[src/rtl/regfile_wb_arbiter_if.sv]
`default_nettype none
// ============================================================================
// Module      : regfile_wb_arbiter_if
// Description : Groups the writeback requester handshakes, the register-file
//               write port and the operand read/bypass signals.
//               The arbiter uses the slave modport. The pipeline side or the
//               bench uses the master modport.
// Revision    : 1.0 - initial release
// ============================================================================
interface regfile_wb_arbiter_if #(
  parameter int ADDR_W = 4,
  parameter int DATA_W = 32
);
  logic              alu_valid;
  logic              alu_ready;
  logic [ADDR_W-1:0] alu_rd;
  logic [DATA_W-1:0] alu_data;
  logic              ld_valid;
  logic              ld_ready;
  logic [ADDR_W-1:0] ld_rd;
  logic [DATA_W-1:0] ld_data;
  logic [ADDR_W-1:0] write_Rd;
  logic [DATA_W-1:0] write_data;
  logic              wb_commit;
  logic [ADDR_W-1:0] read_Ra;
  logic [ADDR_W-1:0] read_Rb;
  logic [DATA_W-1:0] rf_data_Ra;
  logic [DATA_W-1:0] rf_data_Rb;
  logic [DATA_W-1:0] data_Ra;
  logic [DATA_W-1:0] data_Rb;

  modport slave (
    input  alu_valid, alu_rd, alu_data, ld_valid, ld_rd, ld_data,
    input  read_Ra, read_Rb, rf_data_Ra, rf_data_Rb,
    output alu_ready, ld_ready, write_Rd, write_data, wb_commit,
    output data_Ra, data_Rb
  );

  modport master (
    output alu_valid, alu_rd, alu_data, ld_valid, ld_rd, ld_data,
    output read_Ra, read_Rb, rf_data_Ra, rf_data_Rb,
    input  alu_ready, ld_ready, write_Rd, write_data, wb_commit,
    input  data_Ra, data_Rb
  );
endinterface
`default_nettype wire

[src/rtl/regfile_wb_arbiter.sv]
`default_nettype none
// ============================================================================
// Module      : regfile_wb_arbiter
// Description : Arbitrates the single register-file write port between ALU and
//               load writeback. ALU has priority. A load that loses contention
//               MAX_WAIT times in a row is promoted. The write port is
//               registered and drives R0 (discard) when idle.
//               Optional macro REGFILE_BYPASS_EN forwards the committing write
//               onto the operand read paths.
// Revision    : 1.0 - initial release
// ============================================================================
module regfile_wb_arbiter #(
  parameter int ADDR_W   = 4,
  parameter int DATA_W   = 32,
  parameter int MAX_WAIT = 4,
  parameter int WAIT_W   = 3
) (
  input  logic                 clk,
  input  logic                 rst_n,
  regfile_wb_arbiter_if.slave  bus
);

  typedef enum logic [0:0] {
    ALU_PRI  = 1'b0,
    LOAD_PRI = 1'b1
  } state_t;

  localparam logic [WAIT_W-1:0] c_WAIT_LAST = WAIT_W'(MAX_WAIT - 1);

  state_t              r_state;
  state_t              w_state_next;
  logic [WAIT_W-1:0]   r_wait_cnt;
  logic [WAIT_W-1:0]   w_wait_cnt_next;
  logic                w_alu_grant;
  logic                w_ld_grant;
  logic [ADDR_W-1:0]   r_write_rd;
  logic [DATA_W-1:0]   r_write_data;
  logic                r_wb_commit;

  // Grant selection and starvation tracking; nothing is granted while in reset.
  always_comb begin
    w_alu_grant     = 1'b0;
    w_ld_grant      = 1'b0;
    w_state_next    = r_state;
    w_wait_cnt_next = r_wait_cnt;
    if (rst_n) begin
      if (bus.alu_valid && bus.ld_valid) begin
        if (r_state == LOAD_PRI) w_ld_grant  = 1'b1;
        else                     w_alu_grant = 1'b1;
      end else begin
        w_alu_grant = bus.alu_valid;
        w_ld_grant  = bus.ld_valid;
      end
    end
    if (w_ld_grant || !bus.ld_valid) begin
      w_wait_cnt_next = '0;
      if (w_ld_grant) w_state_next = ALU_PRI;
    end else if (bus.alu_valid) begin
      // Contended load loss: count it, promote once the limit is reached.
      w_wait_cnt_next = r_wait_cnt + WAIT_W'(1);
      if (r_state == ALU_PRI && r_wait_cnt == c_WAIT_LAST) w_state_next = LOAD_PRI;
    end
  end

  // Priority state and starvation counter registers.
  always_ff @(posedge clk) begin
    if (!rst_n) begin
      r_state    <= ALU_PRI;
      r_wait_cnt <= '0;
    end else begin
      r_state    <= w_state_next;
      r_wait_cnt <= w_wait_cnt_next;
    end
  end

  // Registered write port; R0 requests and idle cycles both become discard writes.
  always_ff @(posedge clk) begin
    if (!rst_n) begin
      r_write_rd   <= '0;
      r_write_data <= '0;
      r_wb_commit  <= 1'b0;
    end else if (w_alu_grant && bus.alu_rd != '0) begin
      r_write_rd   <= bus.alu_rd;
      r_write_data <= bus.alu_data;
      r_wb_commit  <= 1'b1;
    end else if (w_ld_grant && bus.ld_rd != '0) begin
      r_write_rd   <= bus.ld_rd;
      r_write_data <= bus.ld_data;
      r_wb_commit  <= 1'b1;
    end else begin
      r_write_rd   <= '0;
      r_write_data <= '0;
      r_wb_commit  <= 1'b0;
    end
  end

  assign bus.alu_ready  = w_alu_grant;
  assign bus.ld_ready   = w_ld_grant;
  assign bus.write_Rd   = r_write_rd;
  assign bus.write_data = r_write_data;
  assign bus.wb_commit  = r_wb_commit;

`ifdef REGFILE_BYPASS_EN
  // wb_commit is never set for R0, so R0 is never forwarded.
  assign bus.data_Ra = (r_wb_commit && r_write_rd == bus.read_Ra) ? r_write_data : bus.rf_data_Ra;
  assign bus.data_Rb = (r_wb_commit && r_write_rd == bus.read_Rb) ? r_write_data : bus.rf_data_Rb;
`else
  // Read addresses only matter for forwarding.
  logic w_unused_read_addr;
  assign w_unused_read_addr = ^{bus.read_Ra, bus.read_Rb};
  assign bus.data_Ra = bus.rf_data_Ra;
  assign bus.data_Rb = bus.rf_data_Rb;
`endif

endmodule
`default_nettype wire
[src/flat_wrapper.sv]
// flat-port wrapper written by rule: the top's interface ports become plain ports
module regfile_wb_arbiter_flat 
#(
  parameter int ADDR_W   = 4,
  parameter int DATA_W   = 32,
  parameter int MAX_WAIT = 4,
  parameter int WAIT_W   = 3
)
  (clk, rst_n, bus_alu_valid, bus_alu_rd, bus_alu_data, bus_ld_valid, bus_ld_rd, bus_ld_data, bus_read_Ra, bus_read_Rb, bus_rf_data_Ra, bus_rf_data_Rb, bus_alu_ready, bus_ld_ready, bus_write_Rd, bus_write_data, bus_wb_commit, bus_data_Ra, bus_data_Rb);
  regfile_wb_arbiter_if #(.ADDR_W(ADDR_W), .DATA_W(DATA_W)) bus_i ();
  input  logic clk;
  input  logic rst_n;
  input wire logic [$bits(bus_i.alu_valid)-1:0] bus_alu_valid;
  input wire logic [$bits(bus_i.alu_rd)-1:0] bus_alu_rd;
  input wire logic [$bits(bus_i.alu_data)-1:0] bus_alu_data;
  input wire logic [$bits(bus_i.ld_valid)-1:0] bus_ld_valid;
  input wire logic [$bits(bus_i.ld_rd)-1:0] bus_ld_rd;
  input wire logic [$bits(bus_i.ld_data)-1:0] bus_ld_data;
  input wire logic [$bits(bus_i.read_Ra)-1:0] bus_read_Ra;
  input wire logic [$bits(bus_i.read_Rb)-1:0] bus_read_Rb;
  input wire logic [$bits(bus_i.rf_data_Ra)-1:0] bus_rf_data_Ra;
  input wire logic [$bits(bus_i.rf_data_Rb)-1:0] bus_rf_data_Rb;
  output wire logic [$bits(bus_i.alu_ready)-1:0] bus_alu_ready;
  output wire logic [$bits(bus_i.ld_ready)-1:0] bus_ld_ready;
  output wire logic [$bits(bus_i.write_Rd)-1:0] bus_write_Rd;
  output wire logic [$bits(bus_i.write_data)-1:0] bus_write_data;
  output wire logic [$bits(bus_i.wb_commit)-1:0] bus_wb_commit;
  output wire logic [$bits(bus_i.data_Ra)-1:0] bus_data_Ra;
  output wire logic [$bits(bus_i.data_Rb)-1:0] bus_data_Rb;
  assign bus_i.alu_valid = bus_alu_valid;
  assign bus_i.alu_rd = bus_alu_rd;
  assign bus_i.alu_data = bus_alu_data;
  assign bus_i.ld_valid = bus_ld_valid;
  assign bus_i.ld_rd = bus_ld_rd;
  assign bus_i.ld_data = bus_ld_data;
  assign bus_i.read_Ra = bus_read_Ra;
  assign bus_i.read_Rb = bus_read_Rb;
  assign bus_i.rf_data_Ra = bus_rf_data_Ra;
  assign bus_i.rf_data_Rb = bus_rf_data_Rb;
  assign bus_alu_ready = bus_i.alu_ready;
  assign bus_ld_ready = bus_i.ld_ready;
  assign bus_write_Rd = bus_i.write_Rd;
  assign bus_write_data = bus_i.write_data;
  assign bus_wb_commit = bus_i.wb_commit;
  assign bus_data_Ra = bus_i.data_Ra;
  assign bus_data_Rb = bus_i.data_Rb;
  regfile_wb_arbiter #(.ADDR_W(ADDR_W), .DATA_W(DATA_W), .MAX_WAIT(MAX_WAIT), .WAIT_W(WAIT_W)) u_core (.clk(clk), .rst_n(rst_n), .bus(bus_i));
endmodule
[config.mk]
export PLATFORM = sky130hd
export DESIGN_NAME = regfile_wb_arbiter_flat
export DESIGN_NICKNAME = d
export VERILOG_FILES = /design/src/rtl/regfile_wb_arbiter_if.sv /design/src/rtl/regfile_wb_arbiter.sv /design/src/flat_wrapper.sv
export SDC_FILE = /design/constraint.sdc
export NUM_CORES = 1
export LEC_CHECK = 0
export ABC_AREA = 1
export CORE_AREA = 4 4 132 71
export DETAILED_ROUTE_END_ITERATION = 10
export DIE_AREA = 0 0 136 75
export GPL_ROUTABILITY_DRIVEN = 1
export HOLD_SLACK_MARGIN = 0.02
export PLACE_DENSITY = 0.81
export SYNTH_ARGS = -nofsm -noshare
export SYNTH_HDL_FRONTEND = slang
export SYNTH_SLANG_ARGS = --single-unit
[constraint.sdc]
create_clock -name clk -period 1.4 [get_ports clk]
set_input_delay 0.28 -clock clk [delete_from_list [all_inputs] [get_ports clk]]
set_output_delay 0.28 -clock clk [all_outputs]
set_load 0.05 [all_outputs]
==> summary.md <==
| Metric | Value |
|---|---|
| Biggest area consumer among synthesized cells | `dfxtp_1` |
| Combinational Power Share | `0.265` |
| Leading post-synthesis cells by cell area | `dfxtp_1, buf_4, nand3_1` |
| Area fraction of the dominant cell type after synthesis | `0.381` |
| Critical path fanouts, max | `3` |
| Total of warnings raised by yosys | `0` |
| Core Box Area | `0.00832 mm²` |
| Part of the power in registers | `0.369` |
| R2r setup slk | `150 ps` |
| Clock tree from TritonCTS | `built` |
| Die Span Y | `75 µm` |
| Adder-cell area share of the yosys netlist | `0.0116` |
| Final Routed Wirelength | `6780 µm` |
| Die Footprint | `0.0102 mm²` |
| Multiplexer area fraction after synthesis | `0` |
| Worst-Skew Late Latency | `280 ps` |
| WP data arrival | `1070 ps` |
| Count of pins on the block boundary | `251` |
| Psw | `938 µW` |
| Most common cell in the netlist | `buf_4` |
| Post-CTS clock slew at the launch and capture registers of the worst setup and hold paths | `60 ps` |
| Multi-input gate area in the final layout | `738 µm²` |
| Combinational family with the most area after synthesis | `simple AND/OR/NAND/NOR gates` |
| Floorplan die width | `136 µm` |
| Clock buffer depth | `2` |
| Outcome | `complete, no violations` |
| XOR/XNOR Fraction of Synth Area | `0` |
| Area added between synthesis and finish | `65.3%` |
| End-of-flow core utilization | `0.428` |
| Floorplan row count | `24` |
| Starting density of the core | `0.259` |
| Fraction of the yosys area taken by sequential cells | `0.381` |
| Critical hold path startpoint | `u_core.r_wait_cnt[0]` |
| Final instance area | `0.00356 mm²` |
| Tightest slew margin relative to the limit | `0.883` |
| GP Congestion | `0.741` |
| Sequential cell area | `822 µm²` |
| Aggregate global routing overflow | `0` |
| Residual DRC | `0` |
| Post-synth design cell area | `0.00216 mm²` |
| Buffers added on ports | `114` |
| First-pass GRT wire length | `9890 µm` |
| CP Data Required Time | `1120 ps` |
| Top FF cell, synth | `dfxtp_1` |
| Startpoint Class | `flop` |
| Critical path class | `reg -> out` |
| Unrepaired setup endpoints after global routing | `no` |
| Synth Register Bits | `41` |
| Vias after detailed routing | `1899` |
| Net count after synthesis | `411` |
| Setup clock skew after layout | `6.56 ps` |
| Pre-antenna DRT Iters | `4` |
| Cell-internal power | `2.56 mW` |
| Share of total power in the clock network | `0.367` |
| Sw Ratio | `0.268` |
| Total of max-cap violations | `0` |
| Count of endpoints failing setup in the final report | `0` |
| Final cycle utilization of the critical path | `0.965` |
| Post-synthesis instance total | `261` |
| Critical register-to-register path endpoint | `u_core.bus.write_data[27]` |
| Num Clock Sinks | `41` |
| Max-slew violations | `0` |
| Count of nets left with antenna violations after detail routing | `0` |
| Final non-filler cell total | `435` |
| Startpoint of the most critical setup path | `u_core.r_state` |
| Buffer type at the clock tree root | `clkbuf_16` |
| Post-place setup slack | `-295 ps` |
| Share of layout cells above drive strength 1 | `0.267` |
| Path class of the lowest-slack min-delay path | `reg -> reg` |
| Largest net degree at the start of global routing | `29` |
| Via count of the first global-routing pass | `1917` |
| Post-CTS Hold Fix Bufs | `0` |
| Wirelength per Cell | `15.6 µm` |
| EDFF count, synth | `0` |
| Net count, final | `468` |
| Filler cells | `795` |
| Worst reg2reg path startpoint | `u_core.r_state` |
| Post-layout min period | `1350 ps` |
| Total CTS buffers | `5` |
| Maximum achievable frequency | `740 MHz` |
| Hold path cells | `1` |
| Number of distinct library cells after synthesis | `17` |
| Slew @ Worst Pin | `175 ps` |
| Synth Area in Simple Gates | `0.312` |
| Drt initial violations | `77` |
| Number of diodes | `0` |
| Commonest cells in the netlist | `buf_4, nand2_1, nand3_1` |
| Number of cells on the worst reg-to-reg path | `6` |
| Avg Synthesized Cell Area | `8.26 µm²` |
| Cell Count Post-Placement | `426` |
| Power density of the placed cells | `983 mW/mm²` |
| Overall Power | `3.50 mW` |
| PnR worst setup slack | `48.4 ps` |
| Instance area after placement | `0.00339 mm²` |
| Sort of element at the end of the critical path | `output pin` |
| H-tree level count | `2` |
| Via count normalized by instance count | `4.37` |
| Leak | `1.55 nW` |
| Worst IR drop on VDD | `0.435 mV` |
| Min-Delay Endpoint | `u_core.r_wait_cnt[0]` |
| Number of failing hold endpoints at the final stage | `0` |
| Post-DP HPWL | `5500 µm` |
| Ys async rst share | `0` |
| Compound-Gate Fraction of Synth Area | `0.0110` |
| Antenna violations before repair | `0` |
| Global-route usage over all layers | `0.128` |
-- timing repair --
action	CTS	global route
endpoints found under the setup margin	3	0
gates resized for setup	5	0
setup buffers	2	0
-- stage by stage --
step / TNS [ps] / hold slack, ps
3_5_place_dp: -9700 / 425
6_report: 0 / 431
3_3_place_gp: -6680 / 408
2_1_floorplan: 0 / 383
4_1_cts: 0 / 435
5_1_grt: 0 / 455
-- final cells by class --
class	instances	area share
Clock inverter	2	0.00983
Timing Repair Buffer	128	0.469
Multi-Input combinational cell	135	0.207
Clock buffer	5	0.0351
Inverter	7	0.00737
Tap cell	117	0.0411
Sequential cell	41	0.231
-- sequential cells by signal (all words and copies together) (netlist names) --
register	flops
u_core.bus.wb_commit	1
u_core.bus.write_Rd	4
u_core.bus.write_data	32
u_core.r_state	1
u_core.r_wait_cnt	3
-- power groups by stage --
stage	Combinational, mW	Clock [mW]	Sequential [mW]
2_1_floorplan	0.632	0	1.51
3_3_place_gp	0.914	0	1.32
3_5_place_dp	0.931	0	1.32
4_1_cts	0.935	1.34	1.29
5_1_grt	0.964	1.39	1.30
6_report	0.927	1.28	1.29
-- worst max-delay path, cell delays in order, from the launching register on --
cell	delay, ps
dfxtp_2	340
inv_1	80
a21oi_4	210
buf_12	160
-- placed cells by master (no fill, tap or decap), types with 2 or more instances in the layout --
master           instances
inv_1                    6
nand2_2                  2
nand2_1                 53
buf_4                   11
clkbuf_16                5
a21oi_1                  2
buf_12                  42
nor2_1                   5
clkdlybuf4s50_1         72
ha_1                     2
dlygate4sd2_1            3
nand3_1                 48
dfxtp_1                 40
nand3_2                 20
-- layer usage --
metal	up-vias	GRT usage	part of all wire
met5	-	0	0
met4	0	0.0369	0.0081
met3	12	0.0841	0.14
met2	119	0.201	0.45
met1	878	0.144	0.40
li1	890	-	-
-- worst max path at each step --
stage	end	slack [ps]	cells after the start
6_report	bus_ld_ready	50	3
5_1_grt	bus_ld_ready	5	3
4_1_cts	bus_ld_ready	20	3
3_5_place_dp	u_core.bus.write_data[27]	-300	6
3_3_place_gp	u_core.bus.write_data[17]	-190	6
2_1_floorplan	bus_ld_ready	270	3
-- cell families after synthesis --
| group | count (synthesis) |
|---|---|
| DFF | 41 |
| and+or+nand+nor | 129 |
| adders and majority gates | 2 |
| AOI/OAI and AO/OA | 4 |
| buffers and inverters | 85 |
Note: power is estimated with default switching activity, not from simulation.
